$ cat src/rtl/jpeg_pkg.sv
// Shared JPEG decoder definitions: bit-reader state encoding, marker codes and datapath widths.
package jpeg_pkg;

  localparam int unsigned BUF_W = 32;
  localparam int unsigned WIN_W = 16;

  localparam logic [7:0] M_EOI  = 8'hD9;
  localparam logic [7:0] M_RST0 = 8'hD0;
  localparam logic [7:0] M_RST1 = 8'hD1;
  localparam logic [7:0] M_RST2 = 8'hD2;
  localparam logic [7:0] M_RST3 = 8'hD3;
  localparam logic [7:0] M_RST4 = 8'hD4;
  localparam logic [7:0] M_RST5 = 8'hD5;
  localparam logic [7:0] M_RST6 = 8'hD6;
  localparam logic [7:0] M_RST7 = 8'hD7;

  typedef enum logic [1:0] {
    StData,
    StFfSeen,
    StMarker
  } state_e;

endpackage

$ cat src/rtl/jpeg_bit_reader.sv
// JPEG entropy-segment bit reader: unstuffs 0xFF00, stalls on markers and presents a
// left-aligned 16-bit peek window over a 32-bit bit buffer fed from a show-ahead byte FIFO.
module jpeg_bit_reader #(
  parameter int unsigned BUF_W = jpeg_pkg::BUF_W,
  parameter int unsigned WIN_W = jpeg_pkg::WIN_W
) (
  input  logic             clk,
  input  logic             rst,
  input  logic             fifo_empty,
  input  logic [7:0]       fifo_dout,
  output logic             fifo_rd,
  output logic [WIN_W-1:0] win,
  output logic             win_valid,
  input  logic             consume_en,
  input  logic [4:0]       consume_n,
  input  logic             flush,
  output logic             marker_valid,
  output logic [7:0]       marker,
  input  logic             marker_ack
);
  import jpeg_pkg::*;

  localparam logic [5:0] FillMax = 6'(BUF_W - 8);
  localparam logic [5:0] WinCnt  = 6'(WIN_W);

  state_e           state_q, state_d;
  logic [BUF_W-1:0] bits_q, bits_d;
  logic [5:0]       cnt_q, cnt_d;
  logic [7:0]       marker_q, marker_d;

  logic             consume;
  logic             append;
  logic [7:0]       app_byte;
  logic [5:0]       n_eff;
  logic [5:0]       cnt_left;

  assign win          = bits_q[BUF_W-1 -: WIN_W];
  assign win_valid    = (cnt_q >= WinCnt) | ((state_q == StMarker) & (cnt_q != 6'd0));
  assign marker_valid = (state_q == StMarker);
  assign marker       = marker_q;
  assign fifo_rd      = !rst && !fifo_empty && (state_q != StMarker) && (cnt_q <= FillMax)
                        && !flush;

  always_comb begin
    state_d  = state_q;
    marker_d = marker_q;
    append   = 1'b0;
    app_byte = fifo_dout;
    consume  = consume_en && win_valid && !flush;
    n_eff    = 6'd0;
    if (consume) begin
      // Over-long consumes (only legal while draining before a marker) saturate at empty.
      n_eff = ({1'b0, consume_n} > cnt_q) ? cnt_q : {1'b0, consume_n};
    end
    cnt_left = cnt_q - n_eff;

    if (fifo_rd) begin
      unique case (state_q)
        StData: begin
          if (fifo_dout == 8'hFF) state_d = StFfSeen;
          else                    append  = 1'b1;
        end
        StFfSeen: begin
          if (fifo_dout == 8'h00) begin
            append   = 1'b1;
            app_byte = 8'hFF;
            state_d  = StData;
          end else if (fifo_dout != 8'hFF) begin
            marker_d = fifo_dout;
            state_d  = StMarker;
          end
        end
        default: ;
      endcase
    end else if ((state_q == StMarker) && marker_ack) begin
      state_d = StData;
    end

    bits_d = bits_q << n_eff;
    cnt_d  = cnt_left;
    if (append) begin
      // Land the new byte directly below the bits that survive this cycle's consume.
      bits_d = bits_d | ({app_byte, {(BUF_W-8){1'b0}}} >> cnt_left);
      cnt_d  = cnt_left + 6'd8;
    end
    if (flush) begin
      bits_d = '0;
      cnt_d  = 6'd0;
    end
  end

  always_ff @(posedge clk) begin
    if (rst) begin
      state_q  <= StData;
      bits_q   <= '0;
      cnt_q    <= 6'd0;
      marker_q <= 8'h00;
    end else begin
      state_q  <= state_d;
      bits_q   <= bits_d;
      cnt_q    <= cnt_d;
      marker_q <= marker_d;
    end
  end

endmodule

$ cat config.mk
export PLATFORM = sky130hd
export DESIGN_NAME = jpeg_bit_reader
export DESIGN_NICKNAME = d
export VERILOG_FILES = /design/src/rtl/jpeg_pkg.sv /design/src/rtl/jpeg_bit_reader.sv
export SDC_FILE = /design/constraint.sdc
export NUM_CORES = 1
export LEC_CHECK = 0
export ABC_AREA = 1
export BUFFER_PORTS_ARGS = -buffer_cell sky130_fd_sc_hd__buf_2
export CAP_MARGIN = 20
export CORE_ASPECT_RATIO = 1.75
export CORE_UTILIZATION = 30
export CTS_CLUSTER_DIAMETER = 30
export DETAILED_ROUTE_END_ITERATION = 7
export PLACE_DENSITY_LB_ADDON = 0.05
export SLEW_MARGIN = 30
export SYNTH_ARGS = -nofsm -noshare
export SYNTH_HDL_FRONTEND = slang
export SYNTH_SLANG_ARGS = --single-unit
$ cat constraint.sdc
create_clock -name clk -period 4.1 [get_ports clk]
set_input_delay 1.23 -clock clk [delete_from_list [all_inputs] [get_ports clk]]
set_output_delay 1.23 -clock clk [all_outputs]
set_load 0.02 [all_outputs]
==> results of run 1 <==
synth_stat cells:
cell type / count / area [um2]
a21oi_2: 2 / 17.5
ha_1: 11 / 138
nand2_1: 158 / 593
nor2_2: 3 / 18.8
buf_1: 3 / 11.3
clkinv_1: 1 / 3.75
o21bai_1: 1 / 7.51
and2_1: 1 / 6.26
fa_1: 1 / 20.0
o21ai_1: 6 / 30.0
nor3_1: 4 / 20.0
nand3_4: 1 / 17.5
o22ai_1: 1 / 6.26
nand2_2: 3 / 18.8
o211ai_2: 2 / 25.0
nand3_2: 7 / 70.1
a21oi_4: 2 / 32.5
o21ai_0: 15 / 75.1
dfxtp_1: 48 / 961
inv_2: 9 / 33.8
nand3_1: 245 / 1230
a31oi_1: 4 / 25.0
nand4_1: 47 / 294
inv_1: 62 / 233
or2_0: 1 / 6.26
o211ai_1: 1 / 7.51
a21oi_1: 35 / 175
xor2_1: 4 / 35.0
buf_6: 2 / 22.5
nand3b_1: 1 / 7.51
nor2_4: 2 / 22.5
buf_4: 23 / 173
o21ai_2: 3 / 26.3
clkbuf_1: 6 / 22.5
or3_1: 1 / 6.26
nor2_1: 29 / 109
a211oi_1: 3 / 22.5
nand2_4: 1 / 11.3
buf_2: 31 / 155
xnor2_1: 1 / 8.76
or2_2: 2 / 12.5
o21ai_4: 1 / 16.3
or2_1: 2 / 12.5
a32o_1: 1 / 10.0
registers in the layout, indices dropped and copies added (netlist names):
| signal | cells |
|---|---|
| cnt_q | 6 |
| state_q | 2 |
| bits_q | 32 |
| marker | 8 |
metrics by stage:
step | power (mW) | std cells | TNS (ps) | utilization
2_1_floorplan | 0.813 | 787 | -4.37 | -
3_3_place_gp | 1.01 | 1014 | -4450 | 0.345
3_5_place_dp | 1.01 | 1014 | -5130 | 0.345
4_1_cts | 1.50 | 1022 | 0 | 0.356
5_1_grt | 1.60 | 1027 | -165 | 0.364
6_report | 1.52 | 1027 | 0 | 0.364
power by group through the flow:
stage	Clock (mW)	Sequential, mW	Combinational (mW)
3_3_place_gp	0	0.499	0.511
2_1_floorplan	0	0.495	0.318
5_1_grt	0.521	0.489	0.588
6_report	0.492	0.488	0.537
4_1_cts	0.504	0.488	0.512
3_5_place_dp	0	0.499	0.510
worst min-delay path, delay by kind of cell, from the launching register on:
family             cells  cell delay [ps]
AOI/OAI and AO/OA      1               50
and+or+nand+nor        1              100
DFF                    1              310
cell type report:
class / count / area share
Inverter: 72 / 0.0486
Multi-Input combinational cell: 602 / 0.574
Clock inverter: 3 / 0.00758
Sequential cell: 48 / 0.171
Tap cell: 186 / 0.0415
Clock buffer: 5 / 0.0223
Timing Repair Buffer: 111 / 0.134
how the worst min path moves through the flow:
stage | from | endpoint | depth (start not counted)
final | marker[3] | marker[3] | 2
after global routing | marker[1] | marker[1] | 2
after CTS | marker[1] | marker[1] | 2
after detailed placement | marker[1] | marker[1] | 2
after global placement | marker[1] | marker[1] | 2
after floorplan | state_q[1] | state_q[1] | 2
kinds of logic after synthesis:
| kind of cell | count (synthesis) |
|---|---|
| and+or+nand+nor | 508 |
| buffers and inverters | 137 |
| AOI/OAI and AO/OA | 77 |
| DFF | 48 |
| adders and majority gates | 12 |
| xor gates and xnor gates | 5 |
cell usage in the layout, fill, tap and decap left out, drive strengths merged, types with 3 or more instances in the layout:
cell type,n
inv,72
a31oi,4
dfxtp,48
nor3,4
ha,11
a211oi,3
a21oi,39
nand2,162
buf,111
o211ai,3
nand3,253
o21ai,25
nor2,34
clkbuf,5
xor2,4
or2,5
nand4,47
per-layer routing:
layer / wire (um) / vias to the layer above / track usage
met5: 0 / - / 0
met4: 1430 / 0 / 0.171
met3: 625 / 64 / 0.0216
met2: 11400 / 185 / 0.498
met1: 6760 / 2553 / 0.236
li1: - / 2800 / -
repair_timing:
action	in CTS	in global routing
buffers inserted	0	5
endpoints found under the setup margin	0	30
hold buffers	0	0
gates resized for setup	0	22
==> metrics, run 1 <==
final setup margin 141 ps; final instance area 5610 um2; Critical Path End Type register; initial core utilization 0.308; Avg Inst Size Synth 6.03 um2; Antenna Violating Nets Remaining 0; sequential power share 0.321; Die Y 168 um; core area 15,400 um2; Post-Synth Simple-Gate Area 0.517; compound-gate portion of the synthesized area 0.100; DIE WIDTH 97.1 um; Syn Std Cell Area 4750 um2; Tot GR Track Use 0.250; Area after DPL 5310 um2; fraction of final layout cells sized beyond drive strength 1 0.205; crit path max fanout 6; Slew Viols, Final 0; Fillers 1,735; Setup crit end bits_q[5]; Inserted Clock Buffers 5; outcome finished clean; synthesized net count 818; Reg-to-Reg Start cnt_q[1]; maximum root-to-sink buffer count 2; clk sink count 48; Clk pwr share 0.325; measured slew at the worst slew-check pin 640 ps; DPL Wire Length 16,100 um; Critical path buffers and inverters 4; CP peak stage delay 290 ps; Final Hold Viols 0; routability cong. 0.932; Worst Setup SP consume_n[3]; multi-input logic area 3220 um2; n_diodes 0; Yosys warning count 0; Post-Syn Instances 787; Hold Path Class reg -> reg; pwr dens 270 nW/um2; Top delay family on crit path simple AND/OR/NAND/NOR gates; vias in the first global route 5,746; hold slack 502 ps; clock transition at the registers of the reported paths 70 ps; clk root buf clkbuf_16; RSZ-0062 raised after global routing true; initial antenna violation count 0; period utilisation layout 0.966; Final Skew 8.68 ps; DRT Pass-1 Iters 5; final WL 20,200 um; register area share after synthesis 0.202; Port Buffers 45; I/O pin count 46; H-tree Lvls 2; largest net degree at the start of global routing 40; LEAKAGE 2.58 nW; DIE AREA 16,300 um2; FF+latch area 961 um2; type of the worst setup path in -> reg; clk_lat worst skew 300 ps; Avg WL per Cell 19.7 um; peak supply drop 0.149 mV; Synth cell types 44; flop-to-flop setup slack 610 ps; startpoint types input port; Crit Reg-Reg Endpoint bits_q[5]; Worst R2R Path Depth 23; vias per std cell 5.45; max frequency 253 MHz; critical path depth in cells 22; Max-Cap Viols 0; Area growth syn-to-layout 18.2%; Synth Area in XOR/XNOR 0.00923; relative slew slack 0.572; GR Overflow Total 0; crit path cell chain buf_2 > ha_1 > nand2_1 > nor2_2 > nand2_1 > nand3_2 > nand2_4 > buf_4 > nand2_1 > nand3_2 > ha_1 > nand2_1 > o21ai_2 > nand3_1 > nand2_1 > xor2_1 > buf_4 > nand2_4 > nor2_4 > buf_4 > nand3_1 > a21oi_1; critical path arrival 4180 ps; Period minus WS final 3960 ps; largest family of logic cells by synthesized area simple AND/OR/NAND/NOR gates; DRT iter0 DRCs 232; DR vias 5,602; Sw Share 0.368; CTS tree done; pre-CTS WS -293 ps; flops & latches, synth 48; Gate power share 0.354; Int Power 959 uW; # rows 60; first-pass GRT wire length 31,500 um; endpoints failing setup 0; cell mode on critical path nand2_1; post-synthesis mux area share 0; Net Sw Power 559 uW; Worst EP required 4320 ps; DR DRC count 0; adder-cell share of the synthesized area 0.0332; CP max-delay cell ha_1; # nets final 871
Power figures use the tool's default switching activity.
==> inputs of run 2 (changes only) <==
--- a/config.mk
+++ b/config.mk
@@ -12,6 +12,7 @@
 export CORE_UTILIZATION = 30
 export CTS_CLUSTER_DIAMETER = 30
 export DETAILED_ROUTE_END_ITERATION = 7
+export MAX_ROUTING_LAYER = met4
 export PLACE_DENSITY_LB_ADDON = 0.05
 export SLEW_MARGIN = 30
 export SYNTH_ARGS = -nofsm -noshare
==> run 2 against run 1 <==
Compared with the run above:
- core utilization up 0.32 points
- first-iteration DRC count increased by 6.0%
- clock skew rose by 2.6 ps
- maximum frequency is 1.7% higher
- setup slack better by 65 ps
- highest routed layer unchanged
- register-to-register slack better by 40 ps
- global-route usage grew 0.81 points
- final area rose by 0.87%
==> metrics, run 2 (synthesized netlist as in run 1, its figures left out) <==
endpoints failing setup 0 (unchanged); Port Buffers 45 (unchanged); n_diodes 0 (unchanged); period utilisation layout 0.950 (-0.0158); core area 15,400 um2 (unchanged); peak supply drop 0.144 mV (-3.7%); fraction of final layout cells sized beyond drive strength 1 0.216 (+0.0112); # nets final 869 (-0.23%); largest net degree at the start of global routing 40 (unchanged); most frequent cells in the layout nand3_1, nand2_1, inv_1, buf_4, dfxtp_1; Final Hold Viols 0 (unchanged); DIE WIDTH 97.1 um (unchanged); crit path max fanout 6 (unchanged); measured slew at the worst slew-check pin 718 ps (+77.3 ps); vias per std cell 5.55 (+1.8%); Post-CTS Hold Buffers 0 (unchanged); Critical Path End Type register; Sw Share 0.370 (+0.00170); Largest register FFs 32 (unchanged); max frequency 257 MHz (+1.7%); DIE AREA 16,300 um2 (unchanged); initial antenna violation count 0 (unchanged); H-tree Lvls 2 (unchanged); maximum root-to-sink buffer count 2 (unchanged); Tot GR Track Use 0.258 (+0.00814); Slew Viols, Final 0 (unchanged); Area after DPL 5320 um2 (+0.14%); critical path arrival 4060 ps (-120 ps); RSZ-0062 raised after global routing false; relative slew slack 0.521 (-0.0509); Int Power 958 uW (about the same); Final Skew 11.2 ps (+2.56 ps); I/O pin count 46 (unchanged); Power Total 1.52 mW (+0.24%); vias in the first global route 5,762 (+0.28%); final WL 20,300 um (+0.40%); most common cell after layout, fill and taps aside nand3_1; Hold Path Class reg -> reg; type of the worst setup path in -> reg; DR DRC count 0 (unchanged); outcome finished clean; pwr dens 269 nW/um2 (-0.63%); Worst EP required 4260 ps (-60 ps); clk sink count 48 (unchanged); DRT Pass-1 Iters 8 (+3); # rows 60 (unchanged); Biggest register bits_q; startpoint types input port; Clk pwr share 0.323 (-0.002); Antenna Violating Nets Remaining 0 (unchanged); Net Sw Power 563 uW (+0.70%); Gate power share 0.357 (+0.003); GR Overflow Total 0 (unchanged); Inserted Clock Buffers 5 (unchanged); routability cong. 0.954 (+2.4%); final instance area 5660 um2 (+0.87%); Area growth syn-to-layout 19.2%; Period minus WS final 3890 ps (-64.9 ps); initial core utilization 0.308 (unchanged); setup TNS 0 ps (unchanged); LEAKAGE 2.57 nW (-0.48%); Avg WL per Cell 19.8 um (+0.59%); sequential power share 0.321 (about the same); DPL Wire Length 16,200 um (+0.66%); clock transition at the registers of the reported paths 70 ps (about the same); DRT iter0 DRCs 246 (+6.0%); first-pass GRT wire length 31,600 um (+0.37%); clk_lat worst skew 300 ps (about the same); clk root buf clkbuf_16; Max-Cap Viols 0 (unchanged); DR vias 5,690 (+1.6%); Die Y 168 um (unchanged); CTS tree done
## run 2: cell count changes in the layout (fill, tap and decap cells not counted), sizes merged
cell	before	now
buf	111	109
## run 2: worst max-delay path, cell delays in order
cell and delay [ps]:
buf_2 120, ha_4 260, nand2_2 60, nor2_4 120
nand2_1 70, nand3_2 100, nand2_4 80, buf_4 140
o211ai_1 300, ha_1 320, a21oi_1 160, nand2_1 80
xor2_1 140, buf_4 170, nand3_4 110, inv_4 60
nand3_1 100, nand2_2 80, a21oi_2 190, buf_4 140
nor2_1 30
## run 2: layout make-up
cell class / count / area, um2
clock buffer: 5 / 125
inverter: 72 / 273
multi-input combinational: 602 / 3290
fill: 1729 / 9730
tap: 186 / 233
timing repair buffer: 109 / 738
clock inverter: 3 / 42.5
sequential: 48 / 961
## run 2: per-layer routing
layer,routed length [um],GRT usage,up-vias
met3,486,0.0183,65
met2,11200,0.496,170
met5,0,-,-
li1,-,-,2803
met1,6920,0.232,2652
met4,1680,0.197,0
## run 2: worst paths after layout
kind                startpoint          to  slack, ps  depth (start not counted)
setup / recovery  consume_n[4]  bits_q[23]        210                         21
hold / removal       marker[2]   marker[2]        500                          2
setup reg to reg      cnt_q[4]  bits_q[23]        650                         21
hold reg to reg      marker[2]   marker[2]        500                          2
## run 2: per-stage QoR
stage	util	hold WS (ps)	instances	setup WS, ps
global placement	0.346	481	1015	-315
global route	0.368	514	1025	10.9
detailed placement	0.346	483	1015	-332
floorplan	-	484	787	-4.37
finish	0.368	497	1025	206
CTS	0.357	497	1023	20.6
## run 2: repair_timing
item | in CTS | in global routing
setup buffers | 0 | 2
endpoints found under the hold margin | 0 | 0
endpoints found under the setup margin | 1 | 31
pin swaps | 0 | 13
gates resized for setup | 1 | 33
## run 2: power by group through the flow
stage,registers [mW],logic (mW),clock network [mW]
floorplan,0.495,0.318,0
global placement,0.499,0.516,0
detailed placement,0.499,0.517,0
CTS,0.488,0.519,0.505
global route,0.489,0.598,0.517
finish,0.488,0.543,0.491
==> inputs of run 3 (changes only) <==
--- a/config.mk
+++ b/config.mk
@@ -5,10 +5,11 @@
 export SDC_FILE = /design/constraint.sdc
 export NUM_CORES = 1
 export LEC_CHECK = 0
-export ABC_AREA = 1
 export BUFFER_PORTS_ARGS = -buffer_cell sky130_fd_sc_hd__buf_2
 export CAP_MARGIN = 20
-export CORE_ASPECT_RATIO = 1.75
+export CELL_PAD_IN_SITES_DETAIL_PLACEMENT = 0
+export CELL_PAD_IN_SITES_GLOBAL_PLACEMENT = 1
+export CORE_ASPECT_RATIO = 1.4
 export CORE_UTILIZATION = 30
 export CTS_CLUSTER_DIAMETER = 30
 export DETAILED_ROUTE_END_ITERATION = 7
==> run 3 against run 2 <==
Compared with the run above:
- the run now ends with negative setup slack left
- cell count is 5.3% lower
- synthesized area shrank 2.5%
- clock skew up 1.3 ps
- non-clock buffer count up 120
- combinational power shrank 2%
- synthesized cell count is 25% lower
- sequential share of layout area is 3.8 points lower
- critical path depth fell by 2
- setup slack worse by 420 ps
- critical path type unchanged
==> metrics, run 3 <==
outcome complete, but fails checks; failing checks negative setup slack; Post-Layout Cell Count 971 (-5.3%); Post-CTS Hold Buffers 0 (unchanged); Period minus WS final 4320 ps (+423 ps); H-tree Lvls 2 (unchanged); Biggest register bits_q; Power Total 1.58 mW (+4.0%); type of the worst setup path in -> reg; most common cell in the netlist nor2_1; synthesized net count 623 (-24%); crit path max fanout 3 (-3); Hold Path Class reg -> reg; DIE WIDTH 107 um (+10%); Final Hold Viols 0 (unchanged); DIE AREA 15,900 um2 (-2.5%); # nets final 809 (-6.9%); hold slack 494 ps (-3.18 ps); startpoint types input port; RSZ-0062 raised after global routing true; fraction of final layout cells sized beyond drive strength 1 0.498 (+0.282); Avg WL per Cell 21.7 um (+9.4%); endpoints failing setup 33 (+33); largest net degree at the start of global routing 32 (-20%); Tot GR Track Use 0.275 (+0.0163); period utilisation layout 1.05 (+0.103); Hold Crit Depth 2 (unchanged); # rows 53 (-12%); Die Y 149 um (-12%); Area after DPL 6060 um2 (+14%); dpl cells 926 (-8.8%); CP max-delay cell a211oi_4; Syn Std Cell Area 4630 um2 (-2.5%); prevailing post-synth register cell dfxtp_1; synth top area cells dfxtp_1, mux2i_1, nor2_1; DRT iter0 DRCs 274 (+11%); Post-synth top cells nor2_1, nand2_1, dfxtp_1; CTS tree done; relative slew slack 0.476 (-0.0454); core area 15,100 um2 (-2.2%); Post-synth EDFFs 0 (unchanged); routability cong. 0.922 (-3.3%); vias in the first global route 5,621 (-2.4%); leading area contributor after synthesis dfxtp_1; n_diodes 0 (unchanged); final WL 21,000 um (+3.7%); initial antenna violation count 0 (unchanged); asr flop ratio synth 0 (unchanged); Antenna Violating Nets Remaining 0 (unchanged); I/O pin count 46 (unchanged); clk root buf clkbuf_16; final core utilization 0.483 (+0.115); Post-Syn Instances 592 (-25%); peak supply drop 0.186 mV (+29%); Max-Cap Viols 0 (unchanged); Final Skew 12.5 ps (+1.27 ps); clk sink count 48 (unchanged); clock transition at the registers of the reported paths 80 ps (about the same); Area growth syn-to-layout 56.9%; pre-CTS WS -959 ps (-627 ps); multi-input logic area 4030 um2 (+23%); DRT Pass-1 Iters 4 (-4); Synth cell types 80 (+82%); setup TNS -3250 ps (-3250 ps); critical path arrival 4480 ps (+420 ps); Port Buffers 45 (unchanged); pwr dens 218 nW/um2 (-19%); final setup margin -217 ps (-423 ps); Critical Path End Type register; measured slew at the worst slew-check pin 786 ps (+68.2 ps); final instance area 7260 um2 (+28%); vias per std cell 5.66 (+2.0%); DPL Wire Length 16,300 um (+0.64%); Worst EP required 4260 ps (about the same); FF+latch area 961 um2 (unchanged); register area share after synthesis 0.208 (+0.00515); DR DRC count 0 (unchanged); Synth top area share 0.208 (-0.0507); Worst R2R Path Depth 19 (-9.5%); LEAKAGE 2.97 nW (+15%); first-pass GRT wire length 31,700 um (+0.33%); maximum root-to-sink buffer count 2 (unchanged); crit path cell chain buf_8 > ha_4 > and4b_4 > o21ai_4 > a211oi_4 > buf_6 > mux2i_4 > clkinv_4 > ha_4 > nor2b_4 > o21ai_2 > nand2b_1 > buf_6 > buf_12 > xor2_4 > nor2_4 > a22o_1 > a22oi_2 > nor2_1; Yosys warning count 0 (unchanged); initial core utilization 0.307 (-0.000918); Inserted Clock Buffers 5 (unchanged); max frequency 232 MHz (-9.8%); most frequent cells in the layout buf_4, nor2_1, dfxtp_1, buf_2, mux2i_1; flops & latches, synth 48 (unchanged); Largest register FFs 32 (unchanged); most common cell after layout, fill and taps aside buf_4; Slew Viols, Final 0 (unchanged); DR vias 5,497 (-3.4%); Fillers 1,447 (-16%); clk_lat worst skew 310 ps (about the same); Avg Inst Size Synth 7.82 um2 (+30%); GR Overflow Total 0 (unchanged); CP peak stage delay 310 ps (about the same)
==> run 3: cells by family after synthesis <==
logic type | Yosys count | share of synthesized area
AND/OR/NAND/NOR | 203 | 0.219
AO/OA/AOI/OAI | 193 | 0.301
buffers and inverters | 66 | 0.0800
multiplexers | 61 | 0.142
flip-flops | 48 | 0.208
adder cells (fa/ha/maj) | 12 | 0.0341
XOR/XNOR | 9 | 0.0170
==> run 3: power by group <==
| group | internal [mW] | total, mW | switching, mW |
|---|---|---|---|
| sequential | 0.472 | 0.477 | 0.00524 |
| combinational | 0.264 | 0.531 | 0.267 |
| clock | 0.353 | 0.574 | 0.221 |
| total | 1.09 | 1.58 | 0.493 |
==> run 3: path summary, 6_finish.rpt <==
check                from        end  slack [ps]
max          consume_n[4]  bits_q[9]        -220
min reg2reg     marker[6]  marker[6]         490
max reg2reg      cnt_q[4]  bits_q[9]         390
min             marker[6]  marker[6]         490
==> run 3: repair_timing <==
| item | 4_1_cts | 5_1_grt |
|---|---|---|
| pin swaps | 50 | 30 |
| buffers inserted | 28 | 8 |
| cloned | 2 | 0 |
| setup endpoints to repair | 34 | 34 |
| gates resized for setup | 111 | 53 |
==> run 3: layout make-up <==
cell class                 instances  share of cell area
timing repair buffer             229               0.243
multi-input combinational        478               0.555
clock inverter                     3             0.00947
clock buffer                       5              0.0172
inverter                          16             0.00965
sequential                        48               0.132
tap                              192              0.0331
==> run 3: worst max-delay path: cells and delay by family <==
| kind | cells | cell delay (ps) |
|---|---|---|
| AO/OA/AOI/OAI | 5 | 880 |
| XOR/XNOR | 1 | 230 |
| adder cells (fa/ha/maj) | 2 | 560 |
| buffers and inverters | 5 | 600 |
| multiplexers | 1 | 280 |
| AND/OR/NAND/NOR | 5 | 680 |
==> run 3: per-layer routing <==
metal / global-route usage / vias up / part of all wire
met4: 0.170 / 0 / 0.060
met3: 0.0297 / 59 / 0.041
met1: 0.273 / 2636 / 0.36
li1: - / 2608 / -
met5: - / - / 0
met2: 0.506 / 194 / 0.54
